$ cat config.mk
export PLATFORM = sky130hd
export DESIGN_NAME = cva6_ras_ckpt_flat
export DESIGN_NICKNAME = d
export VERILOG_FILES = /design/src/rtl/cva6_ras_ckpt_pkg.sv /design/src/rtl/cva6_ras_ckpt_if.sv /design/src/rtl/cva6_ras_ckpt_file.sv /design/src/rtl/cva6_ras_ckpt.sv /design/src/flat_wrapper.sv
export SDC_FILE = /design/constraint.sdc
export NUM_CORES = 1
export LEC_CHECK = 0
export ABC_CLOCK_PERIOD_IN_PS = 8790
export CAP_MARGIN = 5
export CORE_MARGIN = 2
export CORE_UTILIZATION = 26
export CTS_CLUSTER_SIZE = 30
export DETAILED_ROUTE_END_ITERATION = 16
export PLACE_DENSITY = 0.39
export SLEW_MARGIN = 20
export SYNTH_ARGS = -nofsm -noshare
export SYNTH_HDL_FRONTEND = slang
export SYNTH_HIERARCHICAL = 1
export SYNTH_SLANG_ARGS = --single-unit
$ cat constraint.sdc
create_clock -name clk_i -period 8.79 [get_ports clk_i]
set_clock_uncertainty 0.2 [all_clocks]
set_input_delay 1.3185 -clock clk_i [delete_from_list [all_inputs] [get_ports clk_i]]
set_output_delay 1.3185 -clock clk_i [all_outputs]
set_load 0.02 [all_outputs]
$ cat src/rtl/cva6_ras_ckpt_pkg.sv
// Shared definitions for the checkpointed return-address stack.
// Holds the frontend configuration record that sizes the RAS. It also holds
// the default widths that the interface and the top module inherit.
package cva6_ras_ckpt_pkg;

    // Frontend configuration fields that size the RAS and its checkpoint file.
    typedef struct packed {
        int unsigned RASDepth;
        int unsigned NrRasCheckpoints;
    } cva6_cfg_t;

    localparam cva6_cfg_t DefaultCfg = '{RASDepth: 2, NrRasCheckpoints: 4};
    localparam int unsigned DefaultVlen = 64;

endpackage

$ cat src/rtl/cva6_ras_ckpt_if.sv
// Bundle between the branch predictor/controller (master) and the RAS (slave).
//   master drives: flush, push, push_addr, pop, ckpt_save, ckpt_restore, ckpt_idx
//   slave drives : top, top_valid, count, ckpt_err
// The parameters must match those of the cva6_ras_ckpt instance that uses it.
interface cva6_ras_ckpt_if
    import cva6_ras_ckpt_pkg::*;
#(
    parameter int unsigned VLEN    = DefaultVlen,
    parameter int unsigned DEPTH   = DefaultCfg.RASDepth,
    parameter int unsigned NR_CKPT = DefaultCfg.NrRasCheckpoints
);
    localparam int unsigned CNT_W = $clog2(DEPTH + 1);
    localparam int unsigned IDX_W = $clog2(NR_CKPT);

    logic             flush;
    logic             push;
    logic [VLEN-1:0]  push_addr;
    logic             pop;
    logic             ckpt_save;
    logic             ckpt_restore;
    logic [IDX_W-1:0] ckpt_idx;
    logic [VLEN-1:0]  top;
    logic             top_valid;
    logic [CNT_W-1:0] count;
    logic             ckpt_err;

    modport master (
        output flush, push, push_addr, pop, ckpt_save, ckpt_restore, ckpt_idx,
        input  top, top_valid, count, ckpt_err
    );

    modport slave (
        input  flush, push, push_addr, pop, ckpt_save, ckpt_restore, ckpt_idx,
        output top, top_valid, count, ckpt_err
    );
endinterface

$ cat src/rtl/cva6_ras_ckpt_file.sv
// Checkpoint register file for the RAS: NR_CKPT slots, one write port and one
// combinational read port, both addressed by index. A flush clears every
// valid bit. Each slot is a flat packed record whose MSB is the valid flag.
// Ports:
//   clk, srst        clock, synchronous active-high reset
//   flush            clear all valid bits (wins over a same-cycle write)
//   wr_en/idx/data   slot write
//   rd_idx/rd_data   slot read; out-of-range indices read as an invalid slot
module cva6_ras_ckpt_file #(
    parameter int unsigned NR_CKPT = 4,
    parameter int unsigned SLOT_W  = 8
) (
    input  logic                       clk,
    input  logic                       srst,
    input  logic                       flush,
    input  logic                       wr_en,
    input  logic [$clog2(NR_CKPT)-1:0] wr_idx,
    input  logic [SLOT_W-1:0]          wr_data,
    input  logic [$clog2(NR_CKPT)-1:0] rd_idx,
    output logic [SLOT_W-1:0]          rd_data
);
    localparam int unsigned IDX_W = $clog2(NR_CKPT);

    logic [SLOT_W-1:0]  slot_reg [NR_CKPT];
    logic [NR_CKPT-1:0] wr_hit;

    for (genvar gi = 0; gi < NR_CKPT; gi++) begin : g_hit
        assign wr_hit[gi] = wr_en && (wr_idx == IDX_W'(gi));
    end

    always_ff @(posedge clk) begin
        for (int unsigned i = 0; i < NR_CKPT; i++) begin
            if (srst) begin
                slot_reg[i] <= '0;
            end else if (flush) begin
                slot_reg[i][SLOT_W-1] <= 1'b0;
            end else if (wr_hit[i]) begin
                slot_reg[i] <= wr_data;
            end
        end
    end

    always_comb begin
        rd_data = '0;
        if (32'(rd_idx) < NR_CKPT) begin
            rd_data = slot_reg[rd_idx];
        end
    end
endmodule

$ cat src/rtl/cva6_ras_ckpt.sv
// Return-address stack with occupancy tracking, circular overwrite on overflow
// and checkpoint save/restore. A restore repairs only the top entry. Deeper
// entries that were overwritten after the save stay corrupted.
// Ports:
//   clk_i, rst_i   clock, synchronous active-high reset
//   ras (slave)    push/pop, checkpoint save/restore/index and flush in;
//                  top, top_valid, count and ckpt_err out (all driven from
//                  registers only)
// Priority each cycle: flush > restore > push/pop; save is dropped on a
// restore or flush cycle.
module cva6_ras_ckpt
    import cva6_ras_ckpt_pkg::*;
#(
    parameter int unsigned DEPTH   = DefaultCfg.RASDepth,
    parameter int unsigned VLEN    = DefaultVlen,
    parameter int unsigned NR_CKPT = DefaultCfg.NrRasCheckpoints
) (
    input logic            clk_i,
    input logic            rst_i,
    cva6_ras_ckpt_if.slave ras
);
    localparam int unsigned TOS_W = $clog2(DEPTH);
    localparam int unsigned CNT_W = $clog2(DEPTH + 1);

    // Valid is the MSB; the checkpoint file relies on that position.
    typedef struct packed {
        logic             valid;
        logic [TOS_W-1:0] tos;
        logic [CNT_W-1:0] count;
        logic [VLEN-1:0]  top;
    } ras_ckpt_t;

    logic [VLEN-1:0]  entry_reg [DEPTH];
    logic [TOS_W-1:0] tos_reg, tos_next, tos_inc, tos_dec;
    logic [CNT_W-1:0] count_reg, count_next;
    logic             ckpt_err_reg, ckpt_err_next;
    logic             wr_en;
    logic [TOS_W-1:0] wr_idx;
    logic [VLEN-1:0]  wr_data;
    logic [VLEN-1:0]  top_next;
    logic             save_en;
    ras_ckpt_t        save_slot, rd_slot;

    // Explicit modulo-DEPTH wrap so non-power-of-two depths work.
    assign tos_inc = (tos_reg == TOS_W'(DEPTH - 1)) ? '0 : tos_reg + 1'b1;
    assign tos_dec = (tos_reg == '0) ? TOS_W'(DEPTH - 1) : tos_reg - 1'b1;

    always_comb begin
        tos_next      = tos_reg;
        count_next    = count_reg;
        ckpt_err_next = 1'b0;
        wr_en         = 1'b0;
        wr_idx        = tos_inc;
        wr_data       = ras.push_addr;
        if (ras.flush) begin
            tos_next   = '0;
            count_next = '0;
        end else if (ras.ckpt_restore) begin
            if (rd_slot.valid) begin
                tos_next   = rd_slot.tos;
                count_next = rd_slot.count;
                wr_en      = 1'b1;
                wr_idx     = rd_slot.tos;
                wr_data    = rd_slot.top;
            end else begin
                ckpt_err_next = 1'b1;
            end
        end else if (ras.push && (!ras.pop || count_reg == '0)) begin
            tos_next   = tos_inc;
            wr_en      = 1'b1;
            count_next = (count_reg == CNT_W'(DEPTH)) ? count_reg : count_reg + 1'b1;
        end else if (ras.push && ras.pop) begin
            // Return immediately followed by a call: replace the top in place.
            wr_en  = 1'b1;
            wr_idx = tos_reg;
        end else if (ras.pop && count_reg != '0) begin
            tos_next   = tos_dec;
            count_next = count_reg - 1'b1;
        end
    end

    // A save records the post-update top, so forward this cycle's write.
    assign top_next  = (wr_en && wr_idx == tos_next) ? wr_data : entry_reg[tos_next];
    assign save_en   = ras.ckpt_save && !ras.flush && !ras.ckpt_restore;
    assign save_slot = '{valid: 1'b1, tos: tos_next, count: count_next, top: top_next};

    always_ff @(posedge clk_i) begin
        if (rst_i) begin
            tos_reg      <= '0;
            count_reg    <= '0;
            ckpt_err_reg <= 1'b0;
            for (int unsigned i = 0; i < DEPTH; i++) begin
                entry_reg[i] <= '0;
            end
        end else begin
            tos_reg      <= tos_next;
            count_reg    <= count_next;
            ckpt_err_reg <= ckpt_err_next;
            if (wr_en) begin
                entry_reg[wr_idx] <= wr_data;
            end
        end
    end

    cva6_ras_ckpt_file #(
        .NR_CKPT (NR_CKPT),
        .SLOT_W  ($bits(ras_ckpt_t))
    ) u_ckpt_file (
        .clk     (clk_i),
        .srst    (rst_i),
        .flush   (ras.flush),
        .wr_en   (save_en),
        .wr_idx  (ras.ckpt_idx),
        .wr_data (save_slot),
        .rd_idx  (ras.ckpt_idx),
        .rd_data (rd_slot)
    );

    assign ras.top       = (count_reg != '0) ? entry_reg[tos_reg] : '0;
    assign ras.top_valid = (count_reg != '0);
    assign ras.count     = count_reg;
    assign ras.ckpt_err  = ckpt_err_reg;
endmodule
$ cat src/flat_wrapper.sv
// flat-port wrapper written by rule: the top's interface ports become plain ports
module cva6_ras_ckpt_flat import cva6_ras_ckpt_pkg::*;
#(
    parameter int unsigned DEPTH   = DefaultCfg.RASDepth,
    parameter int unsigned VLEN    = DefaultVlen,
    parameter int unsigned NR_CKPT = DefaultCfg.NrRasCheckpoints
)
  (clk_i, rst_i, ras_flush, ras_push, ras_push_addr, ras_pop, ras_ckpt_save, ras_ckpt_restore, ras_ckpt_idx, ras_top, ras_top_valid, ras_count, ras_ckpt_err);
  cva6_ras_ckpt_if #(.VLEN(VLEN), .DEPTH(DEPTH), .NR_CKPT(NR_CKPT)) ras_i ();
  input logic clk_i;
  input logic rst_i;
  input wire logic [$bits(ras_i.flush)-1:0] ras_flush;
  input wire logic [$bits(ras_i.push)-1:0] ras_push;
  input wire logic [$bits(ras_i.push_addr)-1:0] ras_push_addr;
  input wire logic [$bits(ras_i.pop)-1:0] ras_pop;
  input wire logic [$bits(ras_i.ckpt_save)-1:0] ras_ckpt_save;
  input wire logic [$bits(ras_i.ckpt_restore)-1:0] ras_ckpt_restore;
  input wire logic [$bits(ras_i.ckpt_idx)-1:0] ras_ckpt_idx;
  output wire logic [$bits(ras_i.top)-1:0] ras_top;
  output wire logic [$bits(ras_i.top_valid)-1:0] ras_top_valid;
  output wire logic [$bits(ras_i.count)-1:0] ras_count;
  output wire logic [$bits(ras_i.ckpt_err)-1:0] ras_ckpt_err;
  assign ras_i.flush = ras_flush;
  assign ras_i.push = ras_push;
  assign ras_i.push_addr = ras_push_addr;
  assign ras_i.pop = ras_pop;
  assign ras_i.ckpt_save = ras_ckpt_save;
  assign ras_i.ckpt_restore = ras_ckpt_restore;
  assign ras_i.ckpt_idx = ras_ckpt_idx;
  assign ras_top = ras_i.top;
  assign ras_top_valid = ras_i.top_valid;
  assign ras_count = ras_i.count;
  assign ras_ckpt_err = ras_i.ckpt_err;
  cva6_ras_ckpt #(.DEPTH(DEPTH), .VLEN(VLEN), .NR_CKPT(NR_CKPT)) u_core (.clk_i(clk_i), .rst_i(rst_i), .ras(ras_i));
endmodule
==> results of run 1 <==
power by group through the flow:
| stage | clock network [W] | registers [W] | logic, W |
|---|---|---|---|
| after floorplan | 0 | 0.00227 | 0.000439 |
| after global placement | 0 | 0.00227 | 0.000703 |
| after detailed placement | 0 | 0.00227 | 0.000705 |
| after CTS | 0.00210 | 0.00223 | 0.000707 |
| after global routing | 0.00217 | 0.00224 | 0.000748 |
| final | 0.00204 | 0.00223 | 0.000699 |
cell type report:
class	instances	area share [%]
clock inverter	25	1.04
tap	1060	5.31
inverter	77	1.17
sequential	404	48.4
multi-input combinational	1042	32.3
clock buffer	68	5.28
timing repair buffer	170	6.54
placed cells by master (no fill, tap or decap), drive strengths merged, types with 20 or more instances in the layout:
cell type,Yosys,routed
a2bb2oi,64,64
o2111ai,65,65
mux2i,129,129
nor3,339,339
clkinv,0,20
clkbuf,64,68
clkdlybuf4s50,0,137
mux4,68,68
nand3,128,128
edfxtp,400,400
nor2,134,134
a21boi,64,64
buf,128,33
inv,77,77
layer usage:
metal  vias to the layer above  wire length [um]
li1                       6674                 -
met1                      7875             33400
met2                       436             37300
met3                        81              3600
met4                         0              1410
met5                         -                 0
path summary, 6_finish.rpt:
path / start / endpoint / slack, ps / depth (start not counted)
hold reg to reg: u_core/ras.count[0]$_SDFF_PP0_ / u_core/ras.count[0]$_SDFF_PP0_ / 480 / 2
hold / removal: u_core/ras.count[0]$_SDFF_PP0_ / u_core/ras.count[0]$_SDFF_PP0_ / 480 / 2
setup reg to reg: u_core/tos_reg$_SDFF_PP0_ / u_core/u_ckpt_file/slot_reg[1][20]$_SDFFCE_PN0P_ / 4650 / 7
setup / recovery: ras_flush / u_core/u_ckpt_file/slot_reg[1][63]$_SDFFCE_PN0P_ / 3620 / 9
stage by stage:
step / setup slack (ps) / utilization, % / area [um2] / total power [W]
6_report: 3620 / 30.9 / 25000 / 0.00497
2_1_floorplan: 663 / - / 21300 / 0.00271
5_1_grt: 3380 / 30.9 / 25000 / 0.00516
3_5_place_dp: 2940 / 29.0 / 23400 / 0.00298
4_1_cts: 3600 / 30.9 / 25000 / 0.00504
3_3_place_gp: 3060 / 29.0 / 23400 / 0.00297
worst min-delay path, stage by stage, from the launching register on:
cell and delay [ps]:
dfxtp_1 330, inv_1 170, a2111oi_0 120
synthesized netlist by cell type, types with 2 or more instances:
| cell | number |
|---|---|
| a31oi_1 | 2 |
| buf_1 | 20 |
| o2111ai_1 | 65 |
| inv_1 | 75 |
| mux4_2 | 68 |
| nor3_1 | 299 |
| xnor3_1 | 2 |
| clkbuf_2 | 3 |
| nand2_1 | 5 |
| nand3b_1 | 2 |
| ha_1 | 2 |
| o21ai_0 | 8 |
| nor2b_1 | 3 |
| buf_2 | 78 |
| nand3_1 | 128 |
| clkbuf_1 | 61 |
| a21boi_1 | 31 |
| nor3_2 | 40 |
| dfxtp_1 | 4 |
| a2bb2oi_1 | 64 |
| xnor2_1 | 2 |
| o21bai_1 | 2 |
| buf_4 | 15 |
| edfxtp_1 | 400 |
| buf_6 | 15 |
| mux2i_2 | 10 |
| inv_2 | 2 |
| a21boi_0 | 33 |
| o31ai_1 | 2 |
| nand2b_1 | 5 |
| nor2_1 | 134 |
| mux2i_1 | 119 |
kinds of logic (layout without fill, tap and decap cells):
| logic type | after synthesis | after routing | synth area share, % |
|---|---|---|---|
| buf+inv | 269 | 340 | 6.02 |
| flops | 404 | 404 | 56.9 |
| xor+xnor | 4 | 4 | 0.294 |
| mux | 198 | 198 | 13.5 |
| simple gates | 622 | 622 | 14.9 |
| compound gates | 215 | 215 | 8.26 |
| fa+ha+maj | 2 | 2 | 0.118 |
| other cells | 1 | 1 | 0.0176 |
==> flow_summary.ini, run 1 <==
[synth]
async_flop_share_pct = 0
synth_top_area_cell = edfxtp_1
syn_area_per_cell_um2 = 12.4
ys_types = 48
ys_seq_area_share_pct = 56.9
synth_edf_count = 400
synth_flop_cell = edfxtp_1
synth_top_cell_area_share_pct = 56.5
ys_ff_latch = 404
synthesis.area_um2 = 21300
syn-num-nets = 1790
synth_cells = 1715
ys_top_cells_by_area = edfxtp_1, mux4_2, nor3_1, mux2i_1, nand3_1
ys_warn_count = 6

[critical_path]
critical_path_class = input port to register
critPathTopFamily = buffers and inverters
startpoint_type = input port
worst_path_max_delay_cell = clkdlybuf4s50_1
crit_required_ps = 9010
slowest_delay_ps = 890
crit_path_max_fanout = 50
critical_path.cell_chain = clkdlybuf4s50_1, clkinv_2, buf_4, nand2_4, buf_4, o2111ai_1, nand3_1, inv_1, nor3_1
crit_arrival_ps = 5390
path_buf_inv = 5
cp-end-kind = register
cp_common_cell = buf_4

[global_route]
met1_usage_pct = 23.7
grt-busiest-layer = met2
antenna_found_initial = 0
grt_remaining_overflow = 0
use_met3_pct = 2.61
met2_usage_pct = 30.3
grt_first_pass_wirelength_um = 111000
grt_max_degree = 116
grt_pass1_vias = 15900
grt_usage_pct = 17.8

[timing]
finalSetupTns_ps = 0
hold_viol = 0
worst_pin_slew_ps = 1210
fin_crit_ps = 5170
slew_viol_final = 0
worst_hold_slack_ps = 477
max_slew_margin_pct = 19.3
rsz0062_at_grt = false
setup_violations = 0
max_freq_mhz = 193
period_share_pct = 58.8

[power_and_ir_drop]
switching_share_pct = 27.3
p_leak_nw = 8.33
irDropWorstVdd_mv = 0.116
internal_power_w = 0.00361
switchingPower_w = 0.00136
seq_power_share_pct = 44.9
clkPwrFrac_pct = 41.0
combPwrFrac_pct = 14.1
power.density_nw_per_um2 = 199

[clock_network]
cts-root-buf = clkbuf_16
clock_path_buffers = 3
ctsHoldBuffers = 0
cts_num_sinks = 404
cts_resized = 0
post_cts.repair.setup_buffers = 0
path_clk_slew_ps = 60
cts_tree = built
htreeDepth = 2
clock_latency_ps = 600
numCtsBuffers = 50

[cells_and_area]
regArea_um2 = 12100
multi_input_area_um2 = 8060
fin_cells = 2846
fill_cells = 8127
area_delta_synth_final_pct = 17.5
largest_register_ffs = 272
final_net_count = 1820
drive_above_1_share_pct = 13.6
n_antenna_cell = 0

[die]
die_area_um2 = 84100
core_um2 = 80800
die_w_um = 290
pin_count = 141
start_util_pct = 26.3
core.rowCount = 104
die_h_um = 290

[placed_design]
portBuffers = 140
hpwl_um = 40100
dp.cells = 2753
place.gp.congestion = 0.717

[detailed_routing]
routed_wl_um = 75700
dr.pass1.iters = 5
wire_per_inst_um = 26.6
via_count = 15100
vias_per_cell = 5.29
drt-initial-drc-count = 994
ant_nets = 0
drc = 0

[run]
cap_viol_max_count = 0

[outcome]
status = complete, no violations

[worst_hold_path]
hp-class = register to register
Power figures use the tool's default switching activity.
==> run 2: changes to the inputs <==
--- a/config.mk
+++ b/config.mk
@@ -5,13 +5,13 @@
 export SDC_FILE = /design/constraint.sdc
 export NUM_CORES = 1
 export LEC_CHECK = 0
-export ABC_CLOCK_PERIOD_IN_PS = 8790
+export ABC_CLOCK_PERIOD_IN_PS = 4420
 export CAP_MARGIN = 5
 export CORE_MARGIN = 2
 export CORE_UTILIZATION = 26
 export CTS_CLUSTER_SIZE = 30
 export DETAILED_ROUTE_END_ITERATION = 16
-export PLACE_DENSITY = 0.39
+export PLACE_DENSITY = 0.4
 export SLEW_MARGIN = 20
 export SYNTH_ARGS = -nofsm -noshare
 export SYNTH_HDL_FRONTEND = slang
==> constraint.sdc (replaced) <==
create_clock -name clk_i -period 4.42 [get_ports clk_i]
set_clock_uncertainty 0.2 [all_clocks]
set_input_delay 0.663 -clock clk_i [delete_from_list [all_inputs] [get_ports clk_i]]
set_output_delay 0.663 -clock clk_i [all_outputs]
set_load 0.02 [all_outputs]
==> run 2 against run 1 <==
  * Count of clock-buffer cells in the layout down 6
  * Total power up 96%
  * First-iteration DRC count up 4.4%
==> flow_summary.ini, run 2 (same netlist as run 1, synthesis figures left out) <==
[cells_and_area]
post-route-util_pct = 31.6
final_net_count = 1845
area_delta_synth_final_pct = 20.0
final_cell_mix = edfxtp_1, nor3_1, clkdlybuf4s50_1, nor2_1, nand3_1
fill_cells = 8087
drive_above_1_share_pct = 14.6
largest_register_ffs = 272
final_common_cell = edfxtp_1

[global_route]
grt_usage_pct = 17.5
antenna_found_initial = 0
grt_first_pass_wirelength_um = 110000
grt_remaining_overflow = 0
grt_max_degree = 91
grt_pass1_vias = 15800

[timing]
finalSetupTns_ps = 0
max_slew_margin_pct = 26.9
rsz0062_at_grt = false
worst_pin_slew_ps = 1100
slew_viol_final = 0
fin_crit_ps = 3960
hold_viol = 0
setup_violations = 0
max_freq_mhz = 253
period_share_pct = 89.5

[placed_design]
hpwl_um = 41700
portBuffers = 140
place.gp.congestion = 0.726

[worst_hold_path]
hp-class = input port to register
min-delay-start = ras_ckpt_restore

[critical_path]
critical_path.cell_chain = inv_1, ha_4, buf_4, nor2_1, clkdlybuf4s50_1
cp-end-kind = primary output
slowest_delay_ps = 610
crit_required_ps = 3560
startpoint_type = register
worst_path_max_delay_cell = clkdlybuf4s50_1
crit_arrival_ps = 3090
critical_path_class = register to primary output
crit_start = u_core/ras.count[0]$_SDFF_PP0_
crit_path_max_fanout = 37
worstReg2RegStart = u_core/ras.count[0]$_SDFF_PP0_

[power_and_ir_drop]
irDropWorstVdd_mv = 0.262
finalPower_w = 0.00977
p_leak_nw = 8.57
power.density_nw_per_um2 = 383

[clock_network]
cts_resized = 0
path_clk_slew_ps = 50
post_cts.repair.setup_buffers = 0
numCtsBuffers = 49
cts_tree = built
cts_num_sinks = 404
cts-root-buf = clkbuf_16
htreeDepth = 2
clock_path_buffers = 3
ctsHoldBuffers = 0
clock_latency_ps = 600

[detailed_routing]
dr.pass1.iters = 7
drt-initial-drc-count = 1038
vias_per_cell = 5.30
ant_nets = 0
wire_per_inst_um = 26.1
drc = 0
via_count = 15200
routed_wl_um = 74900

[die]
die_area_um2 = 84100
pin_count = 141
start_util_pct = 26.3
core.rowCount = 104
die_h_um = 290
die_w_um = 290
core_um2 = 80800

[outcome]
status = complete, no violations

[run]
cap_viol_max_count = 0
[run 2: cell types whose count changed in the layout (fill, tap and decap cells not counted), moves of 2 or more]
cell and delta:
buf_12 +32, buf_4 -6, bufinv_16 -2, clkbuf_1 -5, clkinv_1 +7, clkinv_2 -5, inv_4 +2
[run 2: area by class of cell]
| type | count | area, um2 | area share (%) |
|---|---|---|---|
| Tap cell | 1060 | 1330 | 5.20 |
| Inverter | 77 | 294 | 1.15 |
| Timing Repair Buffer | 196 | 2230 | 8.74 |
| Sequential cell | 404 | 12100 | 47.4 |
| Clock buffer | 62 | 1270 | 5.00 |
| Antenna cell | 1 | 2.50 | 0.00981 |
| Multi-Input combinational cell | 1042 | 8060 | 31.6 |
| Clock inverter | 28 | 225 | 0.883 |
[run 2: per-layer routing]
metal,share of wire [%],vias to the layer above,global-route usage [%]
li1,-,6750,-
met1,44,7848,23.5
met2,48,494,29.3
met3,5.2,107,2.39
met4,2.5,0,5.06
met5,0,-,0
[run 2: power by group]
group / switching, W / leakage (nW) / internal (W)
combinational: 0.000967 / 3.66 / 0.000495
sequential: 0.0000648 / 4.17 / 0.00438
clock: 0.00166 / 0.727 / 0.00221
[run 2: critical path, delay by kind of cell, from the launching register on]
kind | cells | cell delay [ps]
simple gates | 1 | 270
fa+ha+maj | 1 | 500
flops | 1 | 360
buf+inv | 3 | 1350
[run 2: final timing paths]
path	cells after the start	end	slack [ps]
worst min-delay path	3	u_core/ras.ckpt_err$_SDFF_PP0_	450
worst min register to register	2	u_core/ras.count[0]$_SDFF_PP0_	510
worst max register to register	8	u_core/u_ckpt_file/slot_reg[0][46]$_SDFFCE_PN0P_	990
worst max-delay path	5	ras_top[0]	460
[run 2: stage by stage]
stage	hold slack, ps	cell area (um2)	std cells	worst slack [ps]
final	446	25500	2870	463
after global routing	430	25500	2869	281
after CTS	409	25500	2869	342
after detailed placement	518	24000	2779	667
after global placement	516	24000	2779	640
after floorplan	421	21300	1715	-890
